==> src/rtl/led_fade_driver.sv <==
// Five-channel PWM LED driver with linear fade, global blink and brightness control.
// Optional perceptual gamma on the PWM compare is enabled by defining LED_GAMMA_EN.
module led_fade_driver #(
    parameter int CLK_HZ   = 50000000,
    parameter int TICK_HZ  = 1000,
    parameter int PWM_BITS = 8
) (
    input  logic                clk,
    input  logic                reset,
    input  logic [4:0]          leds_in,
    input  logic [PWM_BITS-1:0] brightness,
    input  logic [PWM_BITS-1:0] fade_step,
    input  logic [15:0]         blink_half_ticks,
    output logic [4:0]          led_out,
    output logic                blink_phase,
    output logic                busy
);

    localparam int DIV     = CLK_HZ / TICK_HZ;
    localparam int PRESC_W = (DIV > 2) ? $clog2(DIV) : 1;
    localparam logic [PRESC_W-1:0] PRESC_TC = PRESC_W'(DIV - 1);

    logic [4:0]                r_leds;
    logic [PWM_BITS-1:0]       r_bright;
    logic [PWM_BITS-1:0]       r_step;
    logic [15:0]               r_half;
    logic [PRESC_W-1:0]        r_presc;
    logic [PWM_BITS-1:0]       r_pwm_cnt;
    logic [15:0]               r_blink_cnt;
    logic                      r_blink_phase;
    logic [4:0][PWM_BITS-1:0]  r_level;
    logic [4:0]                r_led_out;
    logic                      r_busy;

    logic                      w_tick;
    logic [4:0][PWM_BITS-1:0]  w_target;
    logic [4:0][PWM_BITS-1:0]  w_level_nxt;
    logic [4:0][PWM_BITS:0]    w_sum;
    logic signed [PWM_BITS:0]  w_diff [5];
    logic [4:0][PWM_BITS-1:0]  w_cmp;
    logic [4:0]                w_led_nxt;
    logic                      w_busy_nxt;
    logic [15:0]               w_blink_cnt_nxt;
    logic                      w_blink_phase_nxt;

    function automatic logic [PWM_BITS-1:0] f_gamma(input logic [PWM_BITS-1:0] lvl);
        logic [2*PWM_BITS-1:0] prod;
        prod = {{PWM_BITS{1'b0}}, lvl} * {{PWM_BITS{1'b0}}, lvl};
        return prod[2*PWM_BITS-1:PWM_BITS];
    endfunction

    assign w_tick      = (r_presc == PRESC_TC);
    assign led_out     = r_led_out;
    assign blink_phase = r_blink_phase;
    assign busy        = r_busy;

    // Blink phase sequencing; a shrunk half-period takes the wrap branch on the next tick.
    always_comb begin
        w_blink_cnt_nxt   = r_blink_cnt;
        w_blink_phase_nxt = r_blink_phase;
        if (r_half == 16'd0) begin
            w_blink_cnt_nxt   = 16'd0;
            w_blink_phase_nxt = 1'b1;
        end else if (w_tick) begin
            if (r_blink_cnt >= (r_half - 16'd1)) begin
                w_blink_cnt_nxt   = 16'd0;
                w_blink_phase_nxt = ~r_blink_phase;
            end else begin
                w_blink_cnt_nxt   = r_blink_cnt + 16'd1;
            end
        end else begin
            w_blink_cnt_nxt   = r_blink_cnt;
        end
    end

    // Per-channel target, clamped fade arithmetic one bit wider than a level, and PWM compare.
    always_comb begin
        w_busy_nxt = 1'b0;
        for (int i = 0; i < 5; i++) begin
            w_target[i]    = (r_leds[i] & r_blink_phase) ? r_bright : {PWM_BITS{1'b0}};
            w_sum[i]       = {1'b0, r_level[i]} + {1'b0, r_step};
            w_diff[i]      = $signed({1'b0, r_level[i]}) - $signed({1'b0, r_step});
            w_level_nxt[i] = r_level[i];
            if (r_step == {PWM_BITS{1'b0}}) begin
                w_level_nxt[i] = w_target[i];
            end else if (w_tick) begin
                if (r_level[i] < w_target[i]) begin
                    w_level_nxt[i] = (w_sum[i] >= {1'b0, w_target[i]}) ? w_target[i]
                                                                       : w_sum[i][PWM_BITS-1:0];
                end else if (r_level[i] > w_target[i]) begin
                    w_level_nxt[i] = (w_diff[i] <= $signed({1'b0, w_target[i]})) ? w_target[i]
                                                                                : w_diff[i][PWM_BITS-1:0];
                end else begin
                    w_level_nxt[i] = r_level[i];
                end
            end else begin
                w_level_nxt[i] = r_level[i];
            end
`ifdef LED_GAMMA_EN
            w_cmp[i] = f_gamma(r_level[i]);
`else
            w_cmp[i] = r_level[i];
`endif
            w_led_nxt[i] = (w_cmp[i] > r_pwm_cnt);
            w_busy_nxt   = w_busy_nxt | (r_level[i] != w_target[i]);
        end
    end

    // Input sampling, counters, channel levels and registered outputs.
    always_ff @(posedge clk or negedge reset) begin
        if (!reset) begin
            r_leds        <= 5'd0;
            r_bright      <= {PWM_BITS{1'b0}};
            r_step        <= {PWM_BITS{1'b0}};
            r_half        <= 16'd0;
            r_presc       <= {PRESC_W{1'b0}};
            r_pwm_cnt     <= {PWM_BITS{1'b0}};
            r_blink_cnt   <= 16'd0;
            r_blink_phase <= 1'b1;
            r_level       <= '0;
            r_led_out     <= 5'd0;
            r_busy        <= 1'b0;
        end else begin
            r_leds        <= leds_in;
            r_bright      <= brightness;
            r_step        <= fade_step;
            r_half        <= blink_half_ticks;
            r_presc       <= w_tick ? {PRESC_W{1'b0}} : (r_presc + PRESC_W'(1));
            r_pwm_cnt     <= r_pwm_cnt + PWM_BITS'(1);
            r_blink_cnt   <= w_blink_cnt_nxt;
            r_blink_phase <= w_blink_phase_nxt;
            r_level       <= w_level_nxt;
            r_led_out     <= w_led_nxt;
            r_busy        <= w_busy_nxt;
        end
    end

endmodule

==> config.mk <==
export PLATFORM = sky130hd
export DESIGN_NAME = led_fade_driver
export DESIGN_NICKNAME = d
export VERILOG_FILES = /design/src/rtl/led_fade_driver.sv
export SDC_FILE = /design/constraint.sdc
export NUM_CORES = 1
export LEC_CHECK = 0
export BUFFER_PORTS_ARGS = -buffer_cell sky130_fd_sc_hd__buf_4
export CAP_MARGIN = 20
export CORE_UTILIZATION = 60
export CTS_BUF_LIST = sky130_fd_sc_hd__clkbuf_2
export DETAILED_ROUTE_END_ITERATION = 8
export PLACE_DENSITY_LB_ADDON = 0.1
export SKIP_LAST_GASP = 1
export SYNTH_ARGS = -nofsm -noshare
export SYNTH_HDL_FRONTEND = slang
export SYNTH_SLANG_ARGS = --single-unit
export TNS_END_PERCENT = 1
==> constraint.sdc <==
create_clock -name clk -period 8.59 [get_ports clk]
set_clock_uncertainty 0.05 [all_clocks]
set_input_delay 1.718 -clock clk [delete_from_list [all_inputs] [get_ports clk]]
set_output_delay 1.718 -clock clk [all_outputs]
set_load 0.05 [all_outputs]
==> impl_metrics.tcl <==
set metrics [dict create \
    pwr-share-seq_pct 37.3 \
    critPathMaxStageDelay_ns 0.82 \
    final.min_clock_period_ns 4.90 \
    p_sw_share_pct 40.8 \
    grt_pass1_vias 11100 \
    start_util_pct 61.5 \
    synth_edf_count 0 \
    slew_headroom_pct 42.5 \
    max_freq_ghz 0.204 \
    clk_latency_ns 0.76 \
    ios 46 \
    syn_to_final_growth_pct 6.72 \
    die_x_um 149 \
    powerDensity_mw_per_mm2 128 \
    async_flop_share_pct 100 \
    worst_pin_slew_ns 0.859 \
    core_area_mm2 0.0212 \
    cts_setup_buffers 0 \
    synth_cell_type_count 89 \
    place.gp.congestion 1.02 \
    num_rows 53 \
    synth_area_mm2 0.0130 \
    min_path_type "reg -> reg" \
    hpwl_um 28400 \
    p_total_mw 1.78 \
    cts_resized 0 \
    viasPerCell 6.45 \
    rsz0062_at_grt "false" \
    ys_seq_elements 124 \
    layout_worst_path_cycle_share_pct 57.0 \
    numPortBuffers 45 \
    critPathRequiredTime_ns 9.17 \
    cts_tree "yes" \
    startpoint_type "register" \
    die_y_um 149 \
    routedWlPerCell_um 21.0 \
    path_common_cell "a221oi_1" \
    arrival_ns 5.48 \
    drtPass1Iterations 6 \
    fin_worst_hold_slack_ns 0.427 \
    syn_avg_cell_area_um2 8.90 \
    end_kind "register" \
    drc 0 \
    power_frac_clock_pct 23.8 \
    fin_nets 1811 \
    ant_nets 0 \
    antenna_found_initial 2 \
    fin_setup_tns_ns 0 \
    vias 11600 \
    leakagePower_nw 6.51 \
    drv_slew 0 \
    root_buffer "clkbuf_2" \
    p_switching_mw 0.728 \
    outcome "finished clean" \
    drive_gt1_share_pct 7.86 \
    clk_path_buf_depth 2 \
    p_comb_share_pct 38.9 \
    syn_inst 1461 \
    finalHoldViolCount 0 \
    numCtsBuffers 17 \
    dp_cells 1756 \
    clock-sinks 124 \
    ys.flop_type "dfrtp_1" \
    ys_seq_area_share_pct 23.9 \
    crit_path_cell_trace "inv_1 > fa_1 > a211oi_1 > nor2_1 > o31ai_1 > xnor2_1 > ha_1 > a21oi_1 > o21ai_0 > a221oi_1 > a211oi_2 > o31ai_2 > a221oi_1" \
    ir_drop_mv 0.0891 \
    final_util_pct 65.6 \
    wirelength_um 37600 \
    dieArea_mm2 0.0223 \
    dr.first_iter.drc_count 965 \
    finalNonFillerCells 1792 \
    worstPathMaxFanout 12 \
    maxCapViolCount 0 \
    grt_max_degree 79 \
    clk_pin_slew_ns 0.21 \
    path_class "reg -> reg" \
    crit_slowest_cell "dfrtp_1" \
    syn_nets 1771 \
    grt_pass1_wl_um 59400 \
    p_int_mw 1.05 \
    synth_warnings 0 \
    grt_overflow_total 0 \
    cts-hold-fix-buffers 0 \
    grtUsageTotal_pct 35.0 \
    h-tree-depth 4 \
    setup_viol 0 \
]
logic make-up (layout without fill, tap and decap cells):
| logic type | after synthesis | count (layout) | share of synthesized area (%) |
|---|---|---|---|
| DFF | 124 | 124 | 23.9 |
| muxes | 5 | 5 | 0.394 |
| other | 0 | 3 | 0 |
| adders and majority gates | 271 | 271 | 26.6 |
| buffers and inverters | 107 | 160 | 3.36 |
| AOI/OAI and AO/OA | 391 | 391 | 21.0 |
| xor gates and xnor gates | 99 | 99 | 6.67 |
| and+or+nand+nor | 464 | 464 | 18.1 |
cells in the final DEF (no fill, tap or decap), drive strengths merged, types with 7 or more instances in the layout:
cell type | netlist | routed
nor4 | 12 | 12
nand3b | 7 | 7
nor2b | 26 | 26
nand3 | 39 | 39
buf | 18 | 52
or3 | 8 | 8
o21ai | 72 | 72
and2 | 19 | 19
a22oi | 15 | 15
a211oi | 18 | 18
a221oi | 15 | 15
or2 | 8 | 8
o21a | 17 | 17
o22ai | 10 | 10
and3 | 15 | 15
a31oi | 8 | 8
o31ai | 12 | 12
ha | 261 | 261
nand2 | 113 | 113
o31a | 7 | 7
o211ai | 18 | 18
o221ai | 9 | 9
nor2 | 122 | 122
clkbuf | 13 | 18
fa | 10 | 10
nor3 | 31 | 31
a21o | 29 | 29
dfrtp | 123 | 123
o21bai | 12 | 12
inv | 76 | 78
xor2 | 32 | 32
xnor2 | 67 | 67
a21oi | 95 | 95
nand4 | 25 | 25
nand2b | 15 | 15
critical path: cells and delay by family, from the launching register on:
family | cells | cell delay (ns)
AO/OA/AOI/OAI | 8 | 2.19
adder cells (fa/ha/maj) | 2 | 0.88
flip-flops | 1 | 0.82
buffers and inverters | 1 | 0.50
XOR/XNOR | 1 | 0.20
AND/OR/NAND/NOR | 1 | 0.11
cell type report:
cell class                      instances  area (µm²)
Fill cell                            1764        7270
Tap cell                              275         344
Antenna cell                            3        7.51
Timing Repair Buffer                   52         414
Multi-Input combinational cell       1230        9470
Clock inverter                         14         170
Sequential cell                       124        3100
Clock buffer                           18        90.1
Inverter                               76         285
cell usage after synthesis (all sizes together), types with 8 or more instances:
master / number / area (µm²)
a211oi: 18 / 140
a21o: 29 / 218
a21oi: 95 / 483
a221oi: 15 / 138
a22oi: 15 / 126
a31oi: 8 / 50.1
and2: 19 / 119
and3: 15 / 93.8
buf: 18 / 101
clkbuf: 13 / 50.0
dfrtp: 123 / 3080
fa: 10 / 200
ha: 261 / 3270
inv: 76 / 285
nand2: 113 / 424
nand2b: 15 / 93.8
nand3: 39 / 195
nand4: 25 / 156
nor2: 122 / 465
nor2b: 26 / 165
nor3: 31 / 166
nor4: 12 / 96.3
o211ai: 18 / 140
o21a: 17 / 128
o21ai: 72 / 372
o21bai: 12 / 90.1
o221ai: 9 / 78.8
o22ai: 10 / 62.6
o31ai: 12 / 109
or2: 8 / 50.1
or3: 8 / 50.1
xnor2: 67 / 587
xor2: 32 / 280
power groups by stage:
stage | logic (mW) | clock network, mW | registers (mW)
global route | 0.772 | 0.458 | 0.667
CTS | 0.678 | 0.432 | 0.662
finish | 0.693 | 0.424 | 0.665
detailed placement | 0.674 | 0 | 0.672
floorplan | 0.487 | 0 | 0.661
global placement | 0.656 | 0 | 0.672
final timing paths:
kind	startpoint	to	slack, ns	depth (start not counted)
max	r_step[1]	r_level[18]	3.69	13
min	r_presc[0]	r_presc[0]	0.43	1
max reg2reg	r_step[1]	r_level[18]	3.69	13
min reg2reg	r_presc[0]	r_presc[0]	0.43	1
max in group asynchronous	reset	blink_phase	6.72	3
min in group asynchronous	reset	led_out[0]	0.76	1
per-stage QoR:
stage               worst slack (ns)  instance area (µm²)
global route                    3.09                13900
floorplan                       4.49                13000
detailed placement              3.83                13600
global placement                3.96                13600
finish                          3.69                13900
CTS                             3.79                13800
metal layers:
| metal | wire [µm] | GRT usage [%] | share of wire, % |
|---|---|---|---|
| met4 | 1530 | 15.5 | 4.1 |
| met5 | 0 | 0 | 0 |
| met2 | 16800 | 55.2 | 45 |
| met3 | 3170 | 6.70 | 8.4 |
| met1 | 16100 | 46.4 | 43 |
sequential cells by signal, indices dropped and copies added (netlist names):
register	count
r_step	8
r_level	40
busy	1
r_blink_cnt	16
r_leds	5
blink_phase	1
led_out	5
r_presc	16
r_bright	8
r_pwm_cnt	8
r_half	16
(Power assumes the default switching activity.)
